===== src/rtl/bits_pkg.sv =====
// Shared constants and digit types for the binary-clock display path.
package bits_pkg;

  localparam int NUM_COLS = 4;
  localparam int DIGIT_W  = 4;
  localparam int BCD_MAX  = 9;

  typedef logic [DIGIT_W-1:0]          digit_t;
  typedef logic [NUM_COLS*DIGIT_W-1:0] digits_t;

  // Extract digit k from a packed digit word.
  function automatic digit_t get_digit(input digits_t word, input int idx);
    return word[idx*DIGIT_W +: DIGIT_W];
  endfunction

endpackage


===== src/rtl/scan_timer.sv =====
// Column scan timebase: slot counter within a column, column index, and
// decode of the frame boundary and first-slot-of-frame conditions.
module scan_timer #(
  parameter int SCAN_DIV = 32,
  parameter int NUM_COLS = 4
) (
  input  logic                          hwclk,
  input  logic                          rst,
  output logic [$clog2(SCAN_DIV)-1:0]   slot_cnt,
  output logic [$clog2(NUM_COLS)-1:0]   col_idx,
  output logic                          frame_boundary,
  output logic                          frame_first
);

  localparam int SLOT_W = $clog2(SCAN_DIV);
  localparam int COL_W  = $clog2(NUM_COLS);

  logic slot_wrap;

  assign slot_wrap      = (slot_cnt == SLOT_W'(SCAN_DIV - 1));
  assign frame_boundary = slot_wrap && (col_idx == COL_W'(NUM_COLS - 1));
  assign frame_first    = (slot_cnt == '0) && (col_idx == '0);

  // NOTE: sequential state uses non-blocking assignments so every register
  // samples the pre-edge values of its inputs, independent of block order.
  always_ff @(posedge hwclk) begin
    if (rst) begin
      slot_cnt <= '0;
      col_idx  <= '0;
    end else if (slot_wrap) begin
      slot_cnt <= '0;
      col_idx  <= frame_boundary ? '0 : col_idx + 1'b1;
    end else begin
      slot_cnt <= slot_cnt + 1'b1;
    end
  end

endmodule


===== src/rtl/bcd_matrix_scan.sv =====
// Column-multiplexed 4x4 LED driver for BCD digits: double-buffered frames,
// per-slot blanking, global PWM brightness and a sticky bad-digit flag.
module bcd_matrix_scan
  import bits_pkg::*;
#(
  parameter int SCAN_DIV = 32,
  parameter int PWM_BITS = 4,
  parameter int BLANK    = 2
) (
  input  logic                hwclk,
  input  logic                rst,
  input  digits_t             digits,
  input  logic                digits_valid,
  input  logic [PWM_BITS-1:0] brightness,
  output logic [NUM_COLS-1:0] col_n,
  output logic [DIGIT_W-1:0]  row,
  output logic                frame_start,
  output logic                digit_err
);

  localparam int SLOT_W = $clog2(SCAN_DIV);
  localparam int COL_W  = $clog2(NUM_COLS);

  logic [SLOT_W-1:0]   slot_cnt;
  logic [COL_W-1:0]    col_idx;
  logic                frame_boundary;
  logic                frame_first;

  digits_t             shadow_buf;
  digits_t             active_buf;
  digit_t              cur_digit;
  logic                digit_bad;
  logic [PWM_BITS-1:0] pwm_phase;
  logic                lit;
  logic [NUM_COLS-1:0] col_onehot;

  scan_timer #(
    .SCAN_DIV (SCAN_DIV),
    .NUM_COLS (NUM_COLS)
  ) u_scan_timer (
    .hwclk          (hwclk),
    .rst            (rst),
    .slot_cnt       (slot_cnt),
    .col_idx        (col_idx),
    .frame_boundary (frame_boundary),
    .frame_first    (frame_first)
  );

  // SCAN_DIV is a multiple of the PWM period, so slot mod period is just the low bits.
  assign pwm_phase = slot_cnt[PWM_BITS-1:0];
  assign lit       = (slot_cnt >= SLOT_W'(BLANK)) && (pwm_phase < brightness);
  assign cur_digit = get_digit(active_buf, int'(col_idx));
  assign digit_bad = (cur_digit > digit_t'(BCD_MAX));

  // NOTE: every variable driven here gets a default first, so no path leaves
  // a bit unassigned and no latch is inferred.
  always_comb begin
    col_onehot          = '0;
    col_onehot[col_idx] = 1'b1;
  end

  // NOTE: the digit buffers are reset explicitly; they are a few flops,
  // not a RAM, and a defined blank frame after reset is wanted.
  always_ff @(posedge hwclk) begin
    if (rst) begin
      shadow_buf  <= '0;
      active_buf  <= '0;
      col_n       <= '1;
      row         <= '0;
      frame_start <= 1'b0;
      digit_err   <= 1'b0;
    end else begin
      // A boundary strobe also lands in the shadow so the value persists.
      if (digits_valid) shadow_buf <= digits;
      if (frame_boundary) active_buf <= digits_valid ? digits : shadow_buf;

      col_n       <= lit ? ~col_onehot : '1;
      row         <= (lit && !digit_bad) ? cur_digit : '0;
      frame_start <= frame_first;
      if (lit && digit_bad) digit_err <= 1'b1;
    end
  end

endmodule


===== config.mk =====
export PLATFORM = sky130hd
export DESIGN_NAME = bcd_matrix_scan
export DESIGN_NICKNAME = d
export VERILOG_FILES = /design/src/rtl/bits_pkg.sv /design/src/rtl/scan_timer.sv /design/src/rtl/bcd_matrix_scan.sv
export SDC_FILE = /design/constraint.sdc
export NUM_CORES = 1
export LEC_CHECK = 0
export CAP_MARGIN = 40
export CELL_PAD_IN_SITES_DETAIL_PLACEMENT = 0
export CELL_PAD_IN_SITES_GLOBAL_PLACEMENT = 1
export CORE_MARGIN = 3
export CORE_UTILIZATION = 25
export CTS_BUF_LIST = sky130_fd_sc_hd__clkbuf_2
export CTS_CLUSTER_DIAMETER = 120
export CTS_CLUSTER_SIZE = 30
export DETAILED_ROUTE_END_ITERATION = 10
export GPL_TIMING_DRIVEN = 0
export PLACE_DENSITY_LB_ADDON = 0.1
export SYNTH_ARGS = -nofsm -noshare
export SYNTH_HDL_FRONTEND = slang
export SYNTH_SLANG_ARGS = --single-unit

===== constraint.sdc =====
create_clock -name hwclk -period 2.92 [get_ports hwclk]
set_input_delay 0.584 -clock hwclk [delete_from_list [all_inputs] [get_ports hwclk]]
set_output_delay 0.584 -clock hwclk [all_outputs]
set_load 0.1 [all_outputs]

# --- After elaboration in Yosys (flattened, before gate mapping) ---
# Cells that the tools add are included.
word_totals:
  output_inout_bits: 10
  latchBits: 0
  romBits: 0
  word_cells: 37
  in_bits: 23
  memories: 0
  ramBits: 0
  ff_bits: 49
classes:
  multipliers: 0
  n_reduce_logical: 12
  n_mux: 4
  div: 0
  magnitude_cmp: 5
  bitwise: 3
  eq_ne: 2
  shift: 1
  addsub: 2
ops:
  columns: ["operator", "count"]
  rows:
  - ["16-bit 2-to-1 mux", 1]
  - ["16-bit by 5-bit indexed part select with 4-bit output", 1]
  - ["1-bit logical AND", 6]
  - ["2-bit OR reduction", 3]
  - ["5-bit by 1-bit adder with 5-bit output, second input constant", 1]
  - ["5-bit equality test, second input constant", 1]
  - ["5-bit by 2-bit greater-or-equal comparator with 1-bit output, second input constant", 1]
  - ["5-bit logical NOT", 1]
  - ["4-bit greater-than comparator, second input constant", 1]
  - ["4-bit < comparator", 1]
  - ["4-bit NOT", 1]
  - ["2-bit by 3-bit < comparator with 1-bit output, second input constant", 1]
  - ["2-bit by 1-bit adder with 2-bit output, second input constant", 1]
  - ["1-bit demux with 2-bit select", 1]
  - ["2-bit equality test, second input constant", 1]
  - ["2-bit by 1-bit greater-or-equal comparator with 1-bit output, second input constant", 1]
  - ["2-bit logical NOT", 1]
  - ["2-bit 2-to-1 mux", 1]
  - ["1-bit NOT", 2]
  - ["1-bit logical NOT", 1]
  - ["1-bit 2-to-1 mux", 1]

# --- Logic depth before layout (Yosys ltp) ---
logic_depth:
  ltp_word: 6
  depth_mapped: 8
  depth_no_buf: 7

# --- By module ---
# Synthesis repeated with hierarchy kept, for this count alone.
hier_totals:
  cells_unflattened: 184
  area_unflattened_um2: 1968.1
by_module_without_submodules:
  columns: ["module", "instances", "cells_per_inst", "area_per_inst_um2", "seq_area_each_um2"]
  rows:
  - ["bcd_matrix_scan", 1, 148, 1607.8, 840.8]
  - ["scan_timer", 1, 36, 360.3, 140.1]

# --- Worst setup path after synthesis ---
# OpenSTA, ideal clock, no wires.
synth_timing:
  kind: "input -> register"
  start: "input port brightness[3]"
  end: "register row[2]"
  stages: 6
  n_path_buf: 0
  setup_time_ns: 0.060
  arrival_ns: 1.808
  path_slack_ns: 1.052
  required_time_ns: 2.860
  cell_sequence: "inv_1 > ha_1 > a211oi_1 > o31ai_1 > a31oi_1 > and3b_2"
synth_between:
  elab_chain_len: 5
synth_lines:
  columns: ["item", "line", "text"]
  rows:
  - ["start: declaration", "bcd_matrix_scan.sv:14", "input logic [PWM_BITS-1:0] brightness,"]
  - ["4-bit < comparator", "bcd_matrix_scan.sv:51", "assign lit = (slot_cnt >= SLOT_W'(BLANK)) && (pwm_phase < brightness);"]
  - ["1-bit logical AND", "bcd_matrix_scan.sv:51", null]
  - ["1-bit logical AND", "bcd_matrix_scan.sv:78", "row <= (lit && !digit_bad) ? cur_digit : '0;"]
  - ["1-bit NOT (no line)", null, null]
  - ["2-bit OR reduction (no line)", null, null]
  - ["end signal: assignment", "bcd_matrix_scan.sv:78", null]
  - ["end: declaration", "bcd_matrix_scan.sv:16", "output logic [DIGIT_W-1:0] row,"]
# Every way passes these cells.
# A chain may end at the register's enable or synchronous reset.

# --- Final worst setup path ---
# Ends and elaborated chain as after synthesis.

==> flow_summary.json <==
{
  "status": "finished clean",
  "yosys_warnings": 0,
  "core_sq_um": 7330,
  "syn_area_sq_um": 1910,
  "firstDrtPassIters": 4,
  "gr-total-overflow": 0,
  "post-synth-top-area-cell": "dfxtp_1",
  "cp_data_arrival_time_ns": 2.53,
  "timing.fmax_mhz": 464,
  "cts_root_buf": "clkbuf_2",
  "cts_resized": 0,
  "antenna_cells": 0,
  "finalCritPeriodShare": 0.737,
  "area_growth_pct": 32.3,
  "async_reset_ff_frac": 0,
  "holdBufCountCts": 0,
  "worstMarginPinSlew_ns": 0.708,
  "drcViolationCount": 0,
  "seq_area_frac_synth": 0.512,
  "portBuffers": 31,
  "fp-row-count": 31,
  "power_density_nw_per_um2": 432,
  "clock_latency_ns": 0.41,
  "avgSynthCellArea_sq_um": 10.5,
  "crit_required_ns": 3.30,
  "holdPathStages": 2,
  "routabilityCongestion": 0.759,
  "setup_viol": 0,
  "reg2regPathDepth": 7,
  "r2r_start": "u_scan_timer.slot_cnt[1]",
  "synth_edf_count": 0,
  "skew_ns": 0.0181,
  "ioPinCount": 33,
  "synthTopCellsByArea": "dfxtp_1 51%, mux2i_1 8.9%, ha_1 7.2%",
  "synth_top_area_frac": 0.512,
  "drtAntennaViolNets": 0,
  "initial_core_util": 0.261,
  "synthFlopType": "dfxtp_1",
  "final_cell_mix": "49 x dfxtp_1, 34 x nor2_1, 31 x clkdlybuf4s50_1",
  "crit_type": "input port to register",
  "multi_input_area_sq_um": 842,
  "final_common_cell": "dfxtp_1",
  "min_path_type": "register to register",
  "nFillCells": 731,
  "final.min_clock_period_ns": 2.15,
  "die_w_um": 93.5,
  "irDropWorstVdd_v": 0.000135,
  "cts_made_buffers": 5,
  "die_h_um": 93.5,
  "grt.total_usage": 0.102,
  "seq_area_sq_um": 981,
  "avgViaCountPerCell": 4.32,
  "path_max_fanout": 9,
  "cts_tree": "done",
  "cts_sinks": 49,
  "grt_pass1_vias": 1482,
  "worstHoldEndpoint": "active_buf[11]",
  "hold_viol": 0,
  "drt_iter0_drc": 46,
  "cts_buffer_depth": 2,
  "relSlewSlack": 0.526,
  "setup_tns_ns": 0,
  "drv_slew": 0,
  "p_leak_nw": 1.04,
  "synth_fp_nets": 217,
  "rsz0062_at_grt": "no",
  "path_clk_slew_ns": 0.23,
  "ff2ff_setup_slack_ns": 0.79,
  "grt_antenna_before_repair": 0,
  "setup.worst_path.end_class": "register",
  "holdCritStartpoint": "active_buf[11]",
  "regToRegEndpoint": "active_buf[13]",
  "die-area_sq_um": 8740,
  "grt_max_degree": 14,
  "vias": 1424,
  "grt_first_pass_wirelength_mm": 6.95,
  "drt-total-wl_mm": 4.08,
  "hpwl_mm": 3.18,
  "netlist_instances": 183,
  "num-nets-final": 265,
  "ys_types": 29,
  "ys_ff_latch": 49,
  "drive_above_1_share": 0.104,
  "maxCapViolations": 0,
  "post_drt_wl_per_cell_um": 12.4,
  "post-cts-setup-buffer-count": 0,
  "h-tree-depth": 2,
  "fin_util": 0.345,
  "crit_path_start_kind": "input port"
}
-- kinds of logic (layout without fill, tap and decap cells) --
| family | after synthesis | count (layout) | synth area share |
|---|---|---|---|
| AND/OR/NAND/NOR | 57 | 57 | 0.133 |
| flip-flops | 49 | 49 | 0.512 |
| AO/OA/AOI/OAI | 22 | 22 | 0.0856 |
| multiplexers | 21 | 21 | 0.140 |
| buffers and inverters | 21 | 69 | 0.0477 |
| adder cells (fa/ha/maj) | 11 | 11 | 0.0719 |
| XOR/XNOR | 2 | 2 | 0.00915 |
-- worst max path at each step --
stage | from | endpoint | slack [ns] | cells after the start
after floorplan | brightness[3] | row[2] | 1.05 | 6
after global placement | brightness[3] | row[2] | 0.35 | 7
after detailed placement | brightness[3] | row[2] | 0.35 | 7
after CTS | u_scan_timer.slot_cnt[1] | active_buf[14] | 0.75 | 7
after global routing | u_scan_timer.slot_cnt[1] | active_buf[4] | 0.58 | 8
final | brightness[3] | row[2] | 0.77 | 7
-- synth_stat cells (4+ instances only) --
master,count
dfxtp_1,49
nor2_1,34
a211oi_1,17
mux2i_1,17
ha_1,11
inv_1,10
nand2_1,6
and3_1,5
nor3_1,5
buf_2,4
clkbuf_1,4
-- through the flow --
| stage | std cells | setup WS, ns | power, W | cell area [sq um] | hold slack [ns] |
|---|---|---|---|---|---|
| 4_1_cts | 330 | 0.746 | 0.00111 | 2530 | 0.514 |
| 3_3_place_gp | 313 | 0.351 | 0.000839 | 2350 | 0.456 |
| 6_report | 330 | 0.767 | 0.00109 | 2530 | 0.512 |
| 3_5_place_dp | 323 | 0.348 | 0.000852 | 2500 | 0.466 |
| 5_1_grt | 330 | 0.580 | 0.00115 | 2530 | 0.536 |
| 2_1_floorplan | 183 | 1.05 | 0.000787 | 1910 | 0.456 |
-- metal layers --
layer  track usage  wire length (um)  vias to the layer above
li1              -                 -                      728
met1         0.123              1900                      661
met2         0.173              1940                       29
met3        0.0290               176                        6
met4        0.0366                66                        0
met5             0                 0                        -
-- flip-flops by register name, summed over array words and instances (netlist names) --
register               cells
frame_start                1
active_buf                16
u_scan_timer.col_idx       2
col_n                      4
digit_err                  1
shadow_buf                16
row                        4
u_scan_timer.slot_cnt      5
-- report_power, final --
part           total, W  switching [W]  internal (W)
clock          0.000258       0.000202     0.0000558
sequential     0.000699     0.00000923      0.000690
combinational  0.000137      0.0000728     0.0000644
total           0.00109       0.000284      0.000810
-- worst max-delay path: stages --
cell and delay, ns:
clkdlybuf4s50_1 0.45, inv_1 0.04, ha_1 0.30, a211oi_1 0.24, o31ai_1 0.10, a31oi_1 0.55
and3b_2 0.28
-- cell type report --
type                       count  share of cell area
clock inverter                 1             0.00148
tap                           99              0.0489
buffer                        11              0.0212
sequential                    49               0.387
clock buffer                   6              0.0119
inverter                      10              0.0148
timing repair buffer          41               0.182
multi-input combinational    113               0.333
No activity file was read; power rests on OpenSTA's default activity.
==> RTL edit, RTL diff (same settings) <==
`SCAN_DIV` is set to 32 in 2 places; all go to 64.
--- a/src/rtl/scan_timer.sv
+++ b/src/rtl/scan_timer.sv
@@ -2,5 +2,5 @@
 // decode of the frame boundary and first-slot-of-frame conditions.
 module scan_timer #(
-  parameter int SCAN_DIV = 32,
+  parameter int SCAN_DIV = 64,
   parameter int NUM_COLS = 4
 ) (
--- a/src/rtl/bcd_matrix_scan.sv
+++ b/src/rtl/bcd_matrix_scan.sv
@@ -4,5 +4,5 @@
   import bits_pkg::*;
 #(
-  parameter int SCAN_DIV = 32,
+  parameter int SCAN_DIV = 64,
   parameter int PWM_BITS = 4,
   parameter int BLANK    = 2
Formal check against the unedited RTL: same outputs for any inputs over 10 cycles, from zero or initial values and one cycle with rst high; that may be too few to reach the edited logic, so the function may still have changed.
==> RTL edit against the unedited design <==
- area after synthesis grew 3.9%
- worst hold slack improved by 0.0081 ns
- die area increased by 3.6%
- sequential cell count is 1 higher
- power grew 12%
- critical path depth unchanged
- fmax increased by 0.65%
- wire length is 4.7% higher
- final area is 4.0% higher
- sequential share of layout area fell by 0.71 points
- worst setup slack improved by 0.014 ns
- count of clock-buffer cells in the layout is 1 lower
- critical path type unchanged
- largest power group unchanged
==> RTL edit: results <==
[setup_path]
reg2reg_depth = 5
cp.arrival_ns = 2.51

[placement]
port_buffers = 30
gp_congestion = 0.667
dpl.hpwl_um = 3200
numPlacedInstances = 329
total_placed_instance_area_mm2 = 0.00256

[global_route]
grtUsageMet1 = 0.154
grt_pass1_wl_um = 6980
grt_start_max_net_pins = 17
gr-usage-all-layers = 0.101
globalRouteMet3Util = 0.0276
grt_util_met2 = 0.135

[sta]
timing_worst_slew_pin_value_ns = 0.572
final.setup_skew_ns = 0.0230

[synthesis]
ys_top_cells_by_area = dfxtp_1 (50%), mux2i_1 (9.1%), nor2_1 (7.2%), a211oi_1 (6.4%), ha_1 (6.3%)
ys_top_cells_by_count = dfxtp_1 (50), nor2_1 (38), mux2i_1 (18)
synth_nets = 223
synthCells = 190
synth-async-reset-ratio = 0
post_synth_num_cell_types = 27
synth-warning-count = 0

[layout]
drive_gt1_frac = 0.130
finish.cell_count_without_fillers = 337
final.fill_count = 776
top_regs = active_buf x16, shadow_buf x16, u_scan_timer.slot_cnt x6

[cts]
clk_transition_reported_paths_ns = 0.27
post_cts.repair.setup_buffers = 0
clock-sinks = 50

[route]
via_per_inst = 4.15
drt_iter0_drcs = 20

[power_and_ir_drop]
vdd_ir_drop_max_v = 0.000163
cellLeakagePower_nw = 1.05

[outcome]
outcome = complete, no violations
==> RTL edit: layout make-up <==
type / count / share of cell area
sequential: 50 / 0.380
clock inverter: 3 / 0.0171
inverter: 9 / 0.0128
tap: 99 / 0.0471
timing repair buffer: 40 / 0.171
clock buffer: 5 / 0.00951
buffer: 13 / 0.0242
multi-input combinational: 118 / 0.338
==> RTL edit: through the flow <==
stage / power, mW / hold WS, ns / setup WS, ns
after floorplan: 0.811 / 0.456 / 0.991
final: 1.23 / 0.520 / 0.781
after global placement: 0.865 / 0.463 / 0.306
after detailed placement: 0.875 / 0.478 / 0.320
after global routing: 1.29 / 0.544 / 0.724
after CTS: 1.25 / 0.524 / 0.779
==> RTL edit: worst max-delay path, stage by stage <==
cell	delay (ns)
clkdlybuf4s50_1	0.45
inv_1	0.04
ha_1	0.31
a211oi_1	0.38
o31ai_4	0.12
a31oi_2	0.38
and3_1	0.24
==> RTL edit: final timing paths <==
path,startpoint,end,slack [ns]
worst max-delay path,brightness[3],row[0],0.78
worst min register to register,active_buf[7],active_buf[7],0.52
worst min-delay path,active_buf[7],active_buf[7],0.52
worst max register to register,u_scan_timer.slot_cnt[3],row[0],1.00
==> RTL edit: cell families (layout without fill, tap and decap cells) <==
| group | count (synthesis) | in the layout | synth area share |
|---|---|---|---|
| AND/OR/NAND/NOR | 61 | 61 | 0.139 |
| flip-flops | 50 | 50 | 0.503 |
| multiplexers | 22 | 22 | 0.138 |
| buffers and inverters | 22 | 70 | 0.0491 |
| AO/OA/AOI/OAI | 21 | 21 | 0.0900 |
| adder cells (fa/ha/maj) | 10 | 10 | 0.0629 |
| XOR/XNOR | 4 | 4 | 0.0176 |
==> RTL edit: per-layer routing <==
metal / vias up / wire [µm]
met5: - / 0
met4: 0 / 27
met3: 2 / 184
met2: 26 / 1710
met1: 630 / 2360
li1: 742 / -
==> RTL edit: power by group <==
part | internal, mW | leakage [nW] | total, mW | switching [mW]
clock | 0.143 | 0.0352 | 0.370 | 0.226
combinational | 0.0678 | 0.610 | 0.145 | 0.0771
sequential | 0.704 | 0.407 | 0.714 | 0.00992
total | 0.916 | 1.05 | 1.23 | 0.313
